$ cat src/rtl/gnn_layer_engine.sv
// gnn_layer_engine: time-multiplexed graph-convolution layer.
// Buffers one feature vector per node, aggregates each node's masked neighbourhood, then applies shared weights through one MAC bank.
module gnn_layer_engine #(
  parameter int N_NODES = 4,
  parameter int F_IN    = 4,
  parameter int F_OUT   = 2,
  parameter int DW      = 5,
  parameter int WW      = 5,
  parameter int ACC_W   = 21
) (
  input  logic                         clk,
  input  logic                         rst,
  input  logic [N_NODES*N_NODES-1:0]   adj,
  input  logic [F_IN*F_OUT*WW-1:0]     weights,
  input  logic                         relu_en,
  input  logic                         in_valid,
  output logic                         in_ready,
  input  logic [F_IN*DW-1:0]           in_data,
  output logic                         out_valid,
  input  logic                         out_ready,
  output logic [$clog2(N_NODES)-1:0]   out_node,
  output logic [F_OUT*ACC_W-1:0]       out_data,
  output logic                         busy
);
  localparam int NW  = $clog2(N_NODES);
  localparam int KW  = (F_IN > 1) ? $clog2(F_IN) : 1;
  localparam int AGW = DW + NW;
  localparam int PW  = AGW + WW;
  localparam int SW  = ((ACC_W > PW) ? ACC_W : PW) + 1;
  localparam logic [NW-1:0] LAST_NODE = NW'(N_NODES - 1);
  localparam logic [KW-1:0] LAST_K    = KW'(F_IN - 1);
  localparam logic signed [ACC_W-1:0] AMAX = {1'b0, {(ACC_W-1){1'b1}}};
  localparam logic signed [ACC_W-1:0] AMIN = {1'b1, {(ACC_W-1){1'b0}}};

  typedef enum logic [2:0] {S_IDLE, S_LOAD, S_AGG, S_MAC, S_OUT} state_t;
  state_t state, state_nxt;

  logic [N_NODES*N_NODES-1:0] adj_r;
  logic [F_IN*F_OUT*WW-1:0]   w_r;
  logic                       relu_r;
  logic signed [DW-1:0]       feat    [N_NODES][F_IN];
  logic signed [DW-1:0]       in_feat [F_IN];
  logic signed [WW-1:0]       w_m     [F_IN][F_OUT];
  logic                       adj_m   [N_NODES][N_NODES];
  logic [NW-1:0]              ld_idx, node_idx, agg_idx;
  logic [KW-1:0]              mac_idx;
  logic signed [AGW-1:0]      agg [F_IN];
  logic signed [ACC_W-1:0]    acc [F_OUT];
  logic                       sat [F_OUT];
  logic signed [SW-1:0]       sum [F_OUT];
  logic [F_OUT*ACC_W-1:0]     res;
  logic                       in_fire, out_fire;

  assign in_ready = (state == S_IDLE) || (state == S_LOAD);
  assign busy     = (state != S_IDLE);
  assign in_fire  = in_valid && in_ready;
  assign out_fire = out_valid && out_ready;
  assign out_node = node_idx;

  always_comb begin
    for (int unsigned k = 0; k < F_IN; k++) begin
      in_feat[k] = in_data[k*DW +: DW];
      for (int unsigned o = 0; o < F_OUT; o++)
        w_m[k][o] = w_r[(k*F_OUT+o)*WW +: WW];
    end
    for (int unsigned i = 0; i < N_NODES; i++)
      for (int unsigned j = 0; j < N_NODES; j++)
        adj_m[i][j] = adj_r[i*N_NODES+j];
  end

  // Full-precision MAC step; saturation happens when the result is written back.
  always_comb begin
    res = '0;
    for (int unsigned o = 0; o < F_OUT; o++) begin
      sum[o] = SW'(acc[o]) + SW'(agg[mac_idx]) * SW'(w_m[mac_idx][o]);
      res[o*ACC_W +: ACC_W] = (relu_r && acc[o][ACC_W-1]) ? '0 : acc[o];
    end
  end

  always_ff @(posedge clk or posedge rst) begin
    if (rst) state <= S_IDLE;
    else     state <= state_nxt;
  end

  always_comb begin
    state_nxt = state;
    case (state)
      S_IDLE: if (in_fire) state_nxt = S_LOAD;
      S_LOAD: if (in_fire && ld_idx == LAST_NODE) state_nxt = S_AGG;
      S_AGG:  if (agg_idx == LAST_NODE) state_nxt = S_MAC;
      S_MAC:  if (mac_idx == LAST_K) state_nxt = S_OUT;
      S_OUT:  if (out_fire) state_nxt = (node_idx == LAST_NODE) ? S_IDLE : S_AGG;
      default: state_nxt = S_IDLE;
    endcase
  end

  always_ff @(posedge clk or posedge rst) begin
    if (rst) begin
      adj_r     <= '0;
      w_r       <= '0;
      relu_r    <= 1'b0;
      ld_idx    <= '0;
      node_idx  <= '0;
      agg_idx   <= '0;
      mac_idx   <= '0;
      out_valid <= 1'b0;
      out_data  <= '0;
      for (int unsigned n = 0; n < N_NODES; n++)
        for (int unsigned k = 0; k < F_IN; k++)
          feat[n][k] <= '0;
      for (int unsigned k = 0; k < F_IN; k++) agg[k] <= '0;
      for (int unsigned o = 0; o < F_OUT; o++) begin
        acc[o] <= '0;
        sat[o] <= 1'b0;
      end
    end else begin
      case (state)
        S_IDLE, S_LOAD: if (in_fire) begin
          if (state == S_IDLE) begin
            adj_r    <= adj;
            w_r      <= weights;
            relu_r   <= relu_en;
            node_idx <= '0;
          end
          for (int unsigned k = 0; k < F_IN; k++) feat[ld_idx][k] <= in_feat[k];
          ld_idx <= (ld_idx == LAST_NODE) ? '0 : ld_idx + 1'b1;
        end
        S_AGG: begin
          if (adj_m[node_idx][agg_idx])
            for (int unsigned k = 0; k < F_IN; k++)
              agg[k] <= agg[k] + AGW'(feat[agg_idx][k]);
          agg_idx <= (agg_idx == LAST_NODE) ? '0 : agg_idx + 1'b1;
        end
        S_MAC: begin
          for (int unsigned o = 0; o < F_OUT; o++) begin
            if (!sat[o]) begin
              if (sum[o] > SW'(AMAX)) begin
                acc[o] <= AMAX;
                sat[o] <= 1'b1;
              end else if (sum[o] < SW'(AMIN)) begin
                acc[o] <= AMIN;
                sat[o] <= 1'b1;
              end else begin
                acc[o] <= ACC_W'(sum[o]);
              end
            end
          end
          mac_idx <= (mac_idx == LAST_K) ? '0 : mac_idx + 1'b1;
        end
        S_OUT: begin
          // Output is registered: out_valid rises one cycle after entering OUT.
          if (!out_valid) begin
            out_valid <= 1'b1;
            out_data  <= res;
          end else if (out_ready) begin
            out_valid <= 1'b0;
            for (int unsigned k = 0; k < F_IN; k++) agg[k] <= '0;
            for (int unsigned o = 0; o < F_OUT; o++) begin
              acc[o] <= '0;
              sat[o] <= 1'b0;
            end
            node_idx <= (node_idx == LAST_NODE) ? '0 : node_idx + 1'b1;
          end
        end
        default: ;
      endcase
    end
  end
endmodule

$ cat config.mk
export PLATFORM = sky130hd
export DESIGN_NAME = gnn_layer_engine
export DESIGN_NICKNAME = d
export VERILOG_FILES = /design/src/rtl/gnn_layer_engine.sv
export SDC_FILE = /design/constraint.sdc
export NUM_CORES = 1
export LEC_CHECK = 0
export ABC_AREA = 1
export ABC_CLOCK_PERIOD_IN_PS = 13750
export CAP_MARGIN = 25
export CORE_MARGIN = 2
export CORE_UTILIZATION = 54
export CTS_CLUSTER_DIAMETER = 120
export DETAILED_ROUTE_END_ITERATION = 7
export PLACE_DENSITY = 0.74
export SYNTH_ARGS = -nofsm -noshare
export SYNTH_HDL_FRONTEND = slang
export SYNTH_SLANG_ARGS = --single-unit
$ cat constraint.sdc
create_clock -name clk -period 13.75 [get_ports clk]
set_input_delay 1.375 -clock clk [delete_from_list [all_inputs] [get_ports clk]]
set_output_delay 1.375 -clock clk [all_outputs]
set_load 0.005 [all_outputs]
[Yosys cells after proc, flatten, opt, wreduce, memory -nomap -nowiden]
Cells that the tools add are included.
Word-level totals
  word-level logic and storage cells: 171
  memories: 0
  bits in latches: 0
  bits in registers: 263
  ROM bits: 0
  bits in writable memories: 0
Cells by class
  multiplexer cells: 69
  reduce and logical (&&, ||, !) cells: 22
  shift operators: 0
  bitwise gates (word level): 5
  magnitude comparators: 9
  $add $sub $neg: 10
  $mul: 2
  divide/modulo/power cells: 0
  equal/unequal tests: 20
Operators with widths (count)
  $bwmux W80: 4
  $mux W21: 8
  $demux W20 S2: 4
  $mux W28: 3
  $mux W42: 2
  $pmux W42 S2: 1
  $mux W20: 3
  $pmux W28 S2: 1
  $add A21 B12 Y22: 2
  $gt A22 B21 Y1 const B: 2
  $lt A22 B21 Y1 const B: 2
  $bmux W20 S2: 1
  $mux W10: 3
  $add A7 B5 Y7: 4
  $mul A7 B5 Y12: 2
  $mux W2: 11
  $ne A2 B2 Y1 const B: 11
  $bmux W10 S2: 1
  $mux W15: 1
  $mux W3: 5
  $pmux W3 S5: 1
  $bmux W7 S2: 1
  $mux W7: 2
  $ge A3 B3 Y1 const B: 4
  other kinds (25): 58

[Depth between registers and ports, before layout]
Gate-level depths: netlist of run 1.
  depth after elaboration: 11
  gate-level depth with buffers: 32
  depth with buffers taken out: 30

[Least setup slack after synthesis of run 1]
OpenSTA, ideal clock, no wires.
  path kind: flip-flop to flip-flop
  start: reg mac_idx[0]
  end: reg acc[28] in the netlist's numbering
  arrival: 5.961 ns
  setup time: 0.125 ns
  path slack: 7.664 ns
  data required time: 13.625 ns
  path buffers: 3
  stages on the path, launching flop included: 27
  cells stage by stage: dfrtp_1 clkbuf_1 clkbuf_1 nand2_1 a32oi_1 inv_1 nor2_1 inv_1 fa_1 inv_1 fa_1 fa_1 ha_1 ha_1 a21oi_1 nand2_1 nand2_1 nand3_1 nand2_1 nand2_1 nand2_1 nand2_1 nand2_1 inv_1 nand2_1 buf_4 nand3_1
On the way
  longest elaborated chain between the ends: 11
Ends and longest elaborated chain
  start, declared: RTL line 46  | logic [KW-1:0] mac_idx;
  start signal, assigned: RTL line 148  | mac_idx <= (mac_idx == LAST_K) ? '0 : mac_idx + 1'b1;
  $not A2 Y3 (implied by the code) (*): RTL line 75  | sum[o] = SW'(acc[o]) + SW'(agg[mac_idx]) * SW'(w_m[mac_idx][o]);
  $bmux W7 S2 / $bmux W10 S2 (equally long branches): RTL line 75
  $mux W7 (implied by the code) / $mux W10 (equally long branches) (2 in series)
  $mul A7 B5 Y12 (*): RTL line 75
  $add A21 B12 Y22 (*): RTL line 75
  $lt A22 B21 Y1: RTL line 140  | end else if (sum[o] < SW'(AMIN)) begin
  $mux W21: RTL line 140
  $mux W21 (*): RTL line 137  | if (sum[o] > SW'(AMAX)) begin
  $mux W21 (*): RTL line 136  | if (!sat[o]) begin
  $pmux W42 S2 (*): RTL line 117  | case (state)
  end signal, assigned by index: RTL line 144  | acc[o] <= ACC_W'(sum[o]);
  end, declared: RTL line 48  | logic signed [ACC_W-1:0] acc [F_OUT];
Mark *: on every way between the ends. The rest lies on a longest branch, timed or not. The select of a mux whose other input is x is not followed.
A chain may end at the register's enable or synchronous reset.

[Worst setup path in the final report of run 1]
  start: reg mac_idx[1]
  end: reg acc[28] in the netlist's numbering
Same word-level chain as after synthesis.

==> results of run 1 <==
## cells in the mapped netlist
library cell,instances,area [um2]
a21o_1,5,37.54
a21oi_1,100,500.5
a21oi_2,2,17.52
a31oi_1,1,6.260
a32oi_1,17,148.9
and2_1,3,18.77
buf_1,3,11.26
buf_2,10,50.05
buf_4,4,30.03
buf_6,1,11.26
clkbuf_1,62,232.7
clkinv_1,3,11.26
dfrtp_1,263,6581
fa_1,130,2603
ha_1,117,1464
inv_1,232,870.8
inv_2,5,18.77
mux2_2,39,439.2
nand2_1,601,2256
nand3_1,122,610.6
nand3b_1,6,45.04
nor2_1,139,521.8
nor2_2,2,12.51
nor3_1,11,55.05
nor3_4,1,16.27
nor4_1,6,37.54
nor4b_2,1,15.01
o211ai_1,4,30.03
o21ai_0,182,910.9
o21ai_1,4,20.02
o21bai_1,8,60.06
o22ai_1,18,112.6
o31ai_1,2,15.01
or2_2,4,25.02
xnor2_1,10,87.58
xor2_1,31,271.5
## registers in the layout (all words and copies together) (netlist names)
| name | cells |
|---|---|
| agg_idx | 2 |
| relu_r | 1 |
| agg | 28 |
| adj_r | 16 |
| ld_idx | 2 |
| acc | 42 |
| out_data | 42 |
| feat | 80 |
| state | 3 |
| out_valid | 1 |
| sat | 2 |
| w_r | 40 |
| mac_idx | 2 |
| out_node | 2 |
## worst max-delay path, stage by stage (launching register included)
cell and delay (ps):
dfrtp_1 380, clkinv_1 770, a32oi_1 740, inv_1 260, nor2_1 790, inv_1 400
fa_1 580, inv_1 50, fa_1 470, fa_1 500, ha_1 320, ha_1 360
a21oi_1 200, nand2_1 80, nand2_1 50, nand3_1 150, nand2_1 140, nand2_1 70
nand2_1 70, nand2_1 50, nand2_1 140, inv_1 120, nand2_1 370, nand3_1 140
## cell families after synthesis
kind of cell / share of synthesized area
and+or+nand+nor: 0.1990
adders and majority gates: 0.2240
DFF: 0.3625
buffers and inverters: 0.06809
muxes: 0.02419
xor gates and xnor gates: 0.01978
AOI/OAI and AO/OA: 0.1024
## area by class of cell
class | count | area (um2) | area share
Clock inverter | 8 | 77.57 | 0.003747
Tap cell | 448 | 560.5 | 0.02707
Inverter | 240 | 908.4 | 0.04388
Clock buffer | 42 | 834.6 | 0.04031
Timing Repair Buffer | 144 | 1399 | 0.06757
Multi-Input combinational cell | 1566 | 10340 | 0.4995
Sequential cell | 263 | 6581 | 0.3179
## per-layer routing
metal | routed length [um] | track usage
met2 | 21300 | 0.4414
met3 | 2140 | 0.03283
met4 | 847 | 0.06197
met5 | 0 | 0
met1 | 19940 | 0.3575
## metrics by stage
stage               area (um2)  setup WS [ps]  hold slack, ps    util  instances
finish                   20700           6373           473.8  0.6221       2711
global route             20700           5945           497.3  0.6221       2711
CTS                      20700           6435           481.3  0.6221       2711
detailed placement       19790           6543           465.1  0.5947       2661
global placement         19780           6155           459.6  0.5942       2659
floorplan                18150           5135           447.9       -       2149
## final timing paths
check / to / slack, ps / cells after the start
worst max register to register: acc[28] / 6370 / 23
max in group asynchronous: out_data[15] / 10840 / 3
worst min-delay path: out_data[17] / 470 / 2
min in group asynchronous: adj_r[4] / 1390 / 2
worst min register to register: out_data[17] / 470 / 2
worst max-delay path: acc[28] / 6370 / 23
==> flow_summary.json, run 1 <==
{
  "die_x_um": 187.4,
  "io_pins": 128,
  "nFillCells": 2892,
  "dieArea_um2": 35100,
  "worstPathArrival_ps": 7780,
  "hp-start": "out_data[17]",
  "die_h_um": 187.4,
  "synth-seq-cells": 263,
  "avgSynthCellArea_um2": 8.448,
  "hold_buffers": 0,
  "cts_tree": "yes",
  "portBuffers": 127,
  "finalNetCount": 2572,
  "place_hpwl_um": 32750,
  "vias": 14630,
  "yosysSeqAreaShare": 0.3625,
  "clock-skew-final_ps": 25.06,
  "h-tree-depth": 1,
  "coreArea_um2": 33280,
  "syn_nets": 2477,
  "viasPerCell": 5.395,
  "max_slew.worst_pin.slew_ps": 966.6,
  "drv_slew": 0,
  "post_cts_buffers": 0,
  "drt_iter0_markers": 988,
  "wirelength_um": 44230,
  "period_share": 0.5365,
  "grt_antenna_before_repair": 0,
  "synth_area_um2": 18150,
  "worstPathMaxFanout": 35,
  "outcome": "complete, no violations",
  "crit_path_start_kind": "register",
  "yosysWarnings": 0,
  "min_path_type": "register to register",
  "start_util": 0.5455,
  "cap_violations": 0,
  "antennaDiodeCount": 0,
  "worstSetupPathType": "register to register",
  "routedWlPerCell_um": 16.31,
  "clock_latency_ps": 560,
  "finalHoldViolCount": 0,
  "rsz0062_at_grt": "no",
  "place.gp.congestion": 0.9238,
  "final.setup.tns_ps": 0,
  "critPathLaunch": "mac_idx[1]",
  "endpoint_kind": "register",
  "crit_required_ps": 14150,
  "grt_pass1_vias": 14860,
  "max_slew_margin": 0.3516,
  "fin_crit_ps": 7377,
  "drc_errors": 0,
  "syn_to_final_growth_pct": 14.04,
  "path_clk_slew_ps": 60,
  "cts_resized": 0,
  "placementRows": 67,
  "cts_sinks": 263,
  "final_cell_mix": "nand2_1, dfrtp_1, inv_1",
  "mostFrequentLayoutCell": "nand2_1",
  "grt_max_degree": 130,
  "clockBufferDepth": 3,
  "cts-root-buf": "clkbuf_16",
  "drive_gt1_frac": 0.05170,
  "drtPass1Iterations": 6,
  "ant_nets": 0,
  "grt_usage": 0.2601,
  "max_freq_mhz": 135.6,
  "finalSetupViolCount": 0,
  "grt_pass1_wl_um": 75070,
  "grt_overflow": 0,
  "synthCells": 2149,
  "synth.distinct_cells": 36,
  "worstReg2RegStart": "mac_idx[1]",
  "cts_buffers": 29
}
Power of run 1 is left out: the tool's default activity adds up to more than one toggle a clock period on the data nets, which glitch-free logic cannot reach.
==> run 2: changes to the inputs <==
--- a/config.mk
+++ b/config.mk
@@ -6,13 +6,13 @@
 export NUM_CORES = 1
 export LEC_CHECK = 0
 export ABC_AREA = 1
-export ABC_CLOCK_PERIOD_IN_PS = 13750
+export ABC_CLOCK_PERIOD_IN_PS = 6190
 export CAP_MARGIN = 25
 export CORE_MARGIN = 2
 export CORE_UTILIZATION = 54
 export CTS_CLUSTER_DIAMETER = 120
 export DETAILED_ROUTE_END_ITERATION = 7
-export PLACE_DENSITY = 0.74
+export PLACE_DENSITY = 0.77
 export SYNTH_ARGS = -nofsm -noshare
 export SYNTH_HDL_FRONTEND = slang
 export SYNTH_SLANG_ARGS = --single-unit
==> constraint.sdc (replaced) <==
create_clock -name clk -period 6.19 [get_ports clk]
set_input_delay 0.619 -clock clk [delete_from_list [all_inputs] [get_ports clk]]
set_output_delay 0.619 -clock clk [all_outputs]
set_load 0.005 [all_outputs]
==> run 2 against run 1 <==
- worst setup slack worse by 5900 ps
- clock skew down 11 ps
- die area unchanged
- register-to-register slack worse by 5900 ps
- largest cell class unchanged
- clock-buffer cell count down 1
- fmax up 29%
- routed wire length down 1.3%
- via count up 1.5%
- final cell count up 0.92%
- worst hold slack better by 2.3 ps
- first-iteration DRC count down 8.2%
==> flow_summary.json, run 2 (synthesized netlist as in run 1, its figures left out) <==
{
  "outcome": "complete, no violations",
  "dieArea_um2": 35100,
  "cts_tree": "yes",
  "portBuffers": 127,
  "cts_resized": 0,
  "wirelength_um": 43650,
  "finalNetCount": 2593,
  "drtPass1Iterations": 5,
  "fin_crit_ps": 5732,
  "grt_overflow": 0,
  "period_share": 0.9260,
  "finalHoldViolCount": 0,
  "worstPathMaxFanout": 47,
  "antennaDiodeCount": 0,
  "place_hpwl_um": 32550,
  "max_slew_margin": 0.2890,
  "final_cell_mix": "nand2_1, dfrtp_1, inv_1",
  "routedWlPerCell_um": 15.95,
  "largest_register_ffs": 80,
  "worstPathArrival_ps": 6180,
  "crit_path_start_kind": "register",
  "max_slew.worst_pin.slew_ps": 1066,
  "h-tree-depth": 1,
  "crit_required_ps": 6640,
  "syn_to_final_growth_pct": 16.14,
  "grt_max_degree": 181,
  "die_x_um": 187.4,
  "clock-skew-final_ps": 14.38,
  "clock_latency_ps": 570,
  "drc_errors": 0,
  "grt_pass1_vias": 15110,
  "grt_antenna_before_repair": 0,
  "top_regs": "feat: 80 flops, acc: 42 flops, out_data: 42 flops",
  "drt_iter0_markers": 907,
  "ant_nets": 0,
  "path_clk_slew_ps": 60,
  "endpoint_kind": "register",
  "top_register": "feat",
  "post_cts_buffers": 0,
  "worstSetupPathType": "register to register",
  "cts_sinks": 263,
  "hold_buffers": 0,
  "placementRows": 67,
  "vias": 14840,
  "mostFrequentLayoutCell": "nand2_1",
  "drv_slew": 0,
  "min_path_type": "input port to async pin",
  "grt_usage": 0.2549,
  "drive_gt1_frac": 0.06731,
  "cts-root-buf": "clkbuf_16",
  "die_h_um": 187.4,
  "finalSetupViolCount": 0,
  "start_util": 0.5455,
  "max_freq_mhz": 174.5,
  "fin_cells": 2736,
  "viasPerCell": 5.425,
  "io_pins": 128,
  "clockBufferDepth": 3,
  "coreArea_um2": 33280,
  "grt_pass1_wl_um": 73620,
  "placed_cells": 2682,
  "cap_violations": 0,
  "place.gp.congestion": 0.9508,
  "cts_buffers": 29
}
[run 2: stage by stage]
stage	util	setup TNS, ps	hold slack (ps)	area, um2	worst slack [ps]
floorplan	-	0	447.9	18160	103.6
global placement	0.5998	0	461.5	19960	295.3
detailed placement	0.6003	0	464.8	19980	57.74
CTS	0.6327	0	475.2	21060	22.17
global route	0.6336	-18.70	496.1	21090	-9.801
finish	0.6336	0	476.2	21090	458.3
[run 2: area by class of cell]
class | instances | area [um2]
multi-input combinational | 1566 | 10360
inverter | 240 | 910.9
timing repair buffer | 165 | 1589
sequential | 263 | 6581
fill | 2818 | 12200
clock buffer | 41 | 860.8
tap | 448 | 560.5
clock inverter | 13 | 219.0
[run 2: path summary, 6_finish.rpt]
path / from / to / slack, ps / cells past startpoint
max: mac_idx[0] / acc[25] / 460 / 26
min: rst / adj_r[11] / 480 / 2
max reg2reg: mac_idx[0] / acc[25] / 460 / 26
min reg2reg: out_data[8] / out_data[8] / 480 / 2
max in group asynchronous: rst / out_data[39] / 4310 / 3
min in group clk: out_data[8] / out_data[8] / 480 / 2
[run 2: worst max-delay path: stages (launching register included)]
cell	delay, ps
dfrtp_1	430
buf_12	240
nand2_1	80
a32oi_1	300
inv_1	170
buf_4	180
nor2_1	110
buf_4	230
inv_1	210
fa_1	550
inv_1	60
fa_1	460
fa_1	510
ha_1	330
ha_1	360
a21oi_1	210
nand2_1	70
nand2_1	60
nand3_1	130
nand2_1	150
nand2_1	90
nand2_1	70
nand2_1	90
nand2_1	110
inv_1	120
o21ai_0	210
nand2_1	70
[run 2: per-layer routing]
layer,up-vias,GRT usage,routed length [um]
li1,7164,-,-
met1,7181,0.3415,19190
met2,408,0.4328,20890
met3,90,0.03283,2201
met4,0,0.08120,1365
met5,-,0,0
Power of run 2 is left out for the same reason.
==> run 3: changes to the inputs <==
--- a/config.mk
+++ b/config.mk
@@ -12,6 +12,7 @@
 export CORE_UTILIZATION = 54
 export CTS_CLUSTER_DIAMETER = 120
 export DETAILED_ROUTE_END_ITERATION = 7
+export MAX_ROUTING_LAYER = met4
 export PLACE_DENSITY = 0.77
 export SYNTH_ARGS = -nofsm -noshare
 export SYNTH_HDL_FRONTEND = slang
==> run 3 against run 2 <==
- die area unchanged
- first-iteration DRC count increased by 28%
- global-route usage grew 1.2 points
- final cell count barely moved
- register-to-register slack worse by 90 ps
- non-clock buffer count up 1
- clock skew hardly changed
- via count grew 0.80%
- utilization down 0.37 points
- clock-buffer cell count down 4
- critical endpoint unchanged
==> flow_summary.json, run 3 (synthesized netlist as in run 1, its figures left out) <==
{
  "place.gp.congestion": 0.9407,
  "cts_tree": "yes",
  "die_h_um": 187.4,
  "h-tree-depth": 1,
  "grt_max_degree": 181,
  "worstPathMaxFanout": 29,
  "final.setup.tns_ps": 0,
  "largest_register_ffs": 80,
  "rsz0062_at_grt": "no",
  "drv_slew": 0,
  "viasPerCell": 5.471,
  "placementRows": 67,
  "io_pins": 128,
  "worstPathArrival_ps": 6300,
  "finalHoldViolCount": 0,
  "antennaDiodeCount": 0,
  "vias": 14960,
  "hold_end": "out_data[16]",
  "finalSetupViolCount": 0,
  "outcome": "complete, no violations",
  "syn_to_final_growth_pct": 15.46,
  "clockBufferDepth": 3,
  "grt_usage": 0.2671,
  "final_cell_mix": "nand2_1, dfrtp_1, inv_1",
  "drtPass1Iterations": 7,
  "grt_overflow": 0,
  "grt_pass1_vias": 15020,
  "crit_slowest_cell": "fa_1",
  "crit_path_start_kind": "register",
  "fin_crit_ps": 5823,
  "dieArea_um2": 35100,
  "period_share": 0.9408,
  "worstReg2RegStart": "mac_idx[0]",
  "r2r_cells": 30,
  "cap_violations": 0,
  "ant_nets": 0,
  "clock_latency_ps": 550,
  "whs_path_depth": 2,
  "path_clk_slew_ps": 60,
  "hp-start": "out_data[16]",
  "max_slew.worst_pin.slew_ps": 975.0,
  "place_hpwl_um": 33330,
  "hold_ws_ps": 473.8,
  "slowest_delay_ps": 550,
  "worstSetupPathType": "register to register",
  "cts_sinks": 263,
  "die_x_um": 187.4,
  "finalNetCount": 2594,
  "drc_errors": 0,
  "top_register": "feat",
  "portBuffers": 127,
  "cts_buffers": 29,
  "clock-skew-final_ps": 13.96,
  "coreArea_um2": 33280,
  "grt_pass1_wl_um": 74550,
  "drt_iter0_markers": 1159,
  "wirelength_um": 44810,
  "crit_required_ps": 6670,
  "top_regs": "feat: 80 flops, acc: 42 flops, out_data: 42 flops",
  "nFillCells": 2828,
  "min_path_type": "register to register",
  "start_util": 0.5455,
  "drive_gt1_frac": 0.06559,
  "mostFrequentLayoutCell": "nand2_1",
  "hold_buffers": 0,
  "max_freq_mhz": 171.7,
  "routedWlPerCell_um": 16.38,
  "grt_antenna_before_repair": 0,
  "r2r_slack_ps": 370,
  "cts-root-buf": "clkbuf_16",
  "r2r_end": "acc[25]",
  "cpMostUsedCell": "nand2_1",
  "endpoint_kind": "register",
  "max_slew_margin": 0.3500
}
run 3: repair_timing:
action | in CTS | in global routing
gates resized for setup | 0 | 5
setup buffers | 0 | 0
endpoints found under the setup margin | 0 | 34
run 3: worst max path at each step:
stage	depth (start not counted)	start	slack, ps	end
finish	30	mac_idx[0]	370	acc[25]
global route	28	mac_idx[0]	20	acc[19]
CTS	26	mac_idx[0]	110	acc[19]
detailed placement	26	mac_idx[0]	110	acc[9]
global placement	26	mac_idx[0]	290	acc[36]
floorplan	26	mac_idx[0]	100	acc[28]
run 3: critical path: cells and delay by family, from the launching register on:
kind / cells / cell delay [ps]
flip-flops: 1 / 390
adder cells (fa/ha/maj): 5 / 2230
AO/OA/AOI/OAI: 2 / 500
AND/OR/NAND/NOR: 14 / 1280
buffers and inverters: 9 / 1330
run 3: layout make-up:
class | instances | area, um2 | area share
multi-input combinational | 1566 | 10360 | 0.4942
sequential | 263 | 6581 | 0.3140
timing repair buffer | 166 | 1584 | 0.07557
inverter | 240 | 904.6 | 0.04316
clock buffer | 37 | 805.8 | 0.03844
tap | 448 | 560.5 | 0.02674
clock inverter | 15 | 165.2 | 0.007879
run 3: stage by stage:
step | cell area, um2 | cells | setup WS, ps | util
6_report | 20960 | 2735 | 366.8 | 0.6298
3_3_place_gp | 19960 | 2682 | 289.0 | 0.5997
4_1_cts | 20940 | 2735 | 111.1 | 0.6293
2_1_floorplan | 18160 | 2149 | 103.6 | -
3_5_place_dp | 19970 | 2683 | 114.9 | 0.6001
5_1_grt | 20960 | 2735 | 17.72 | 0.6298
run 3: routing by layer:
layer  global-route usage  vias to the layer above  part of all wire
met2               0.4348                      439              0.48
met5                    -                        -                 0
li1                     -                     7146                 -
met1               0.3539                     7285              0.44
met4              0.08120                        0             0.031
met3              0.03096                       92             0.052
Power of run 3 is left out for the same reason.
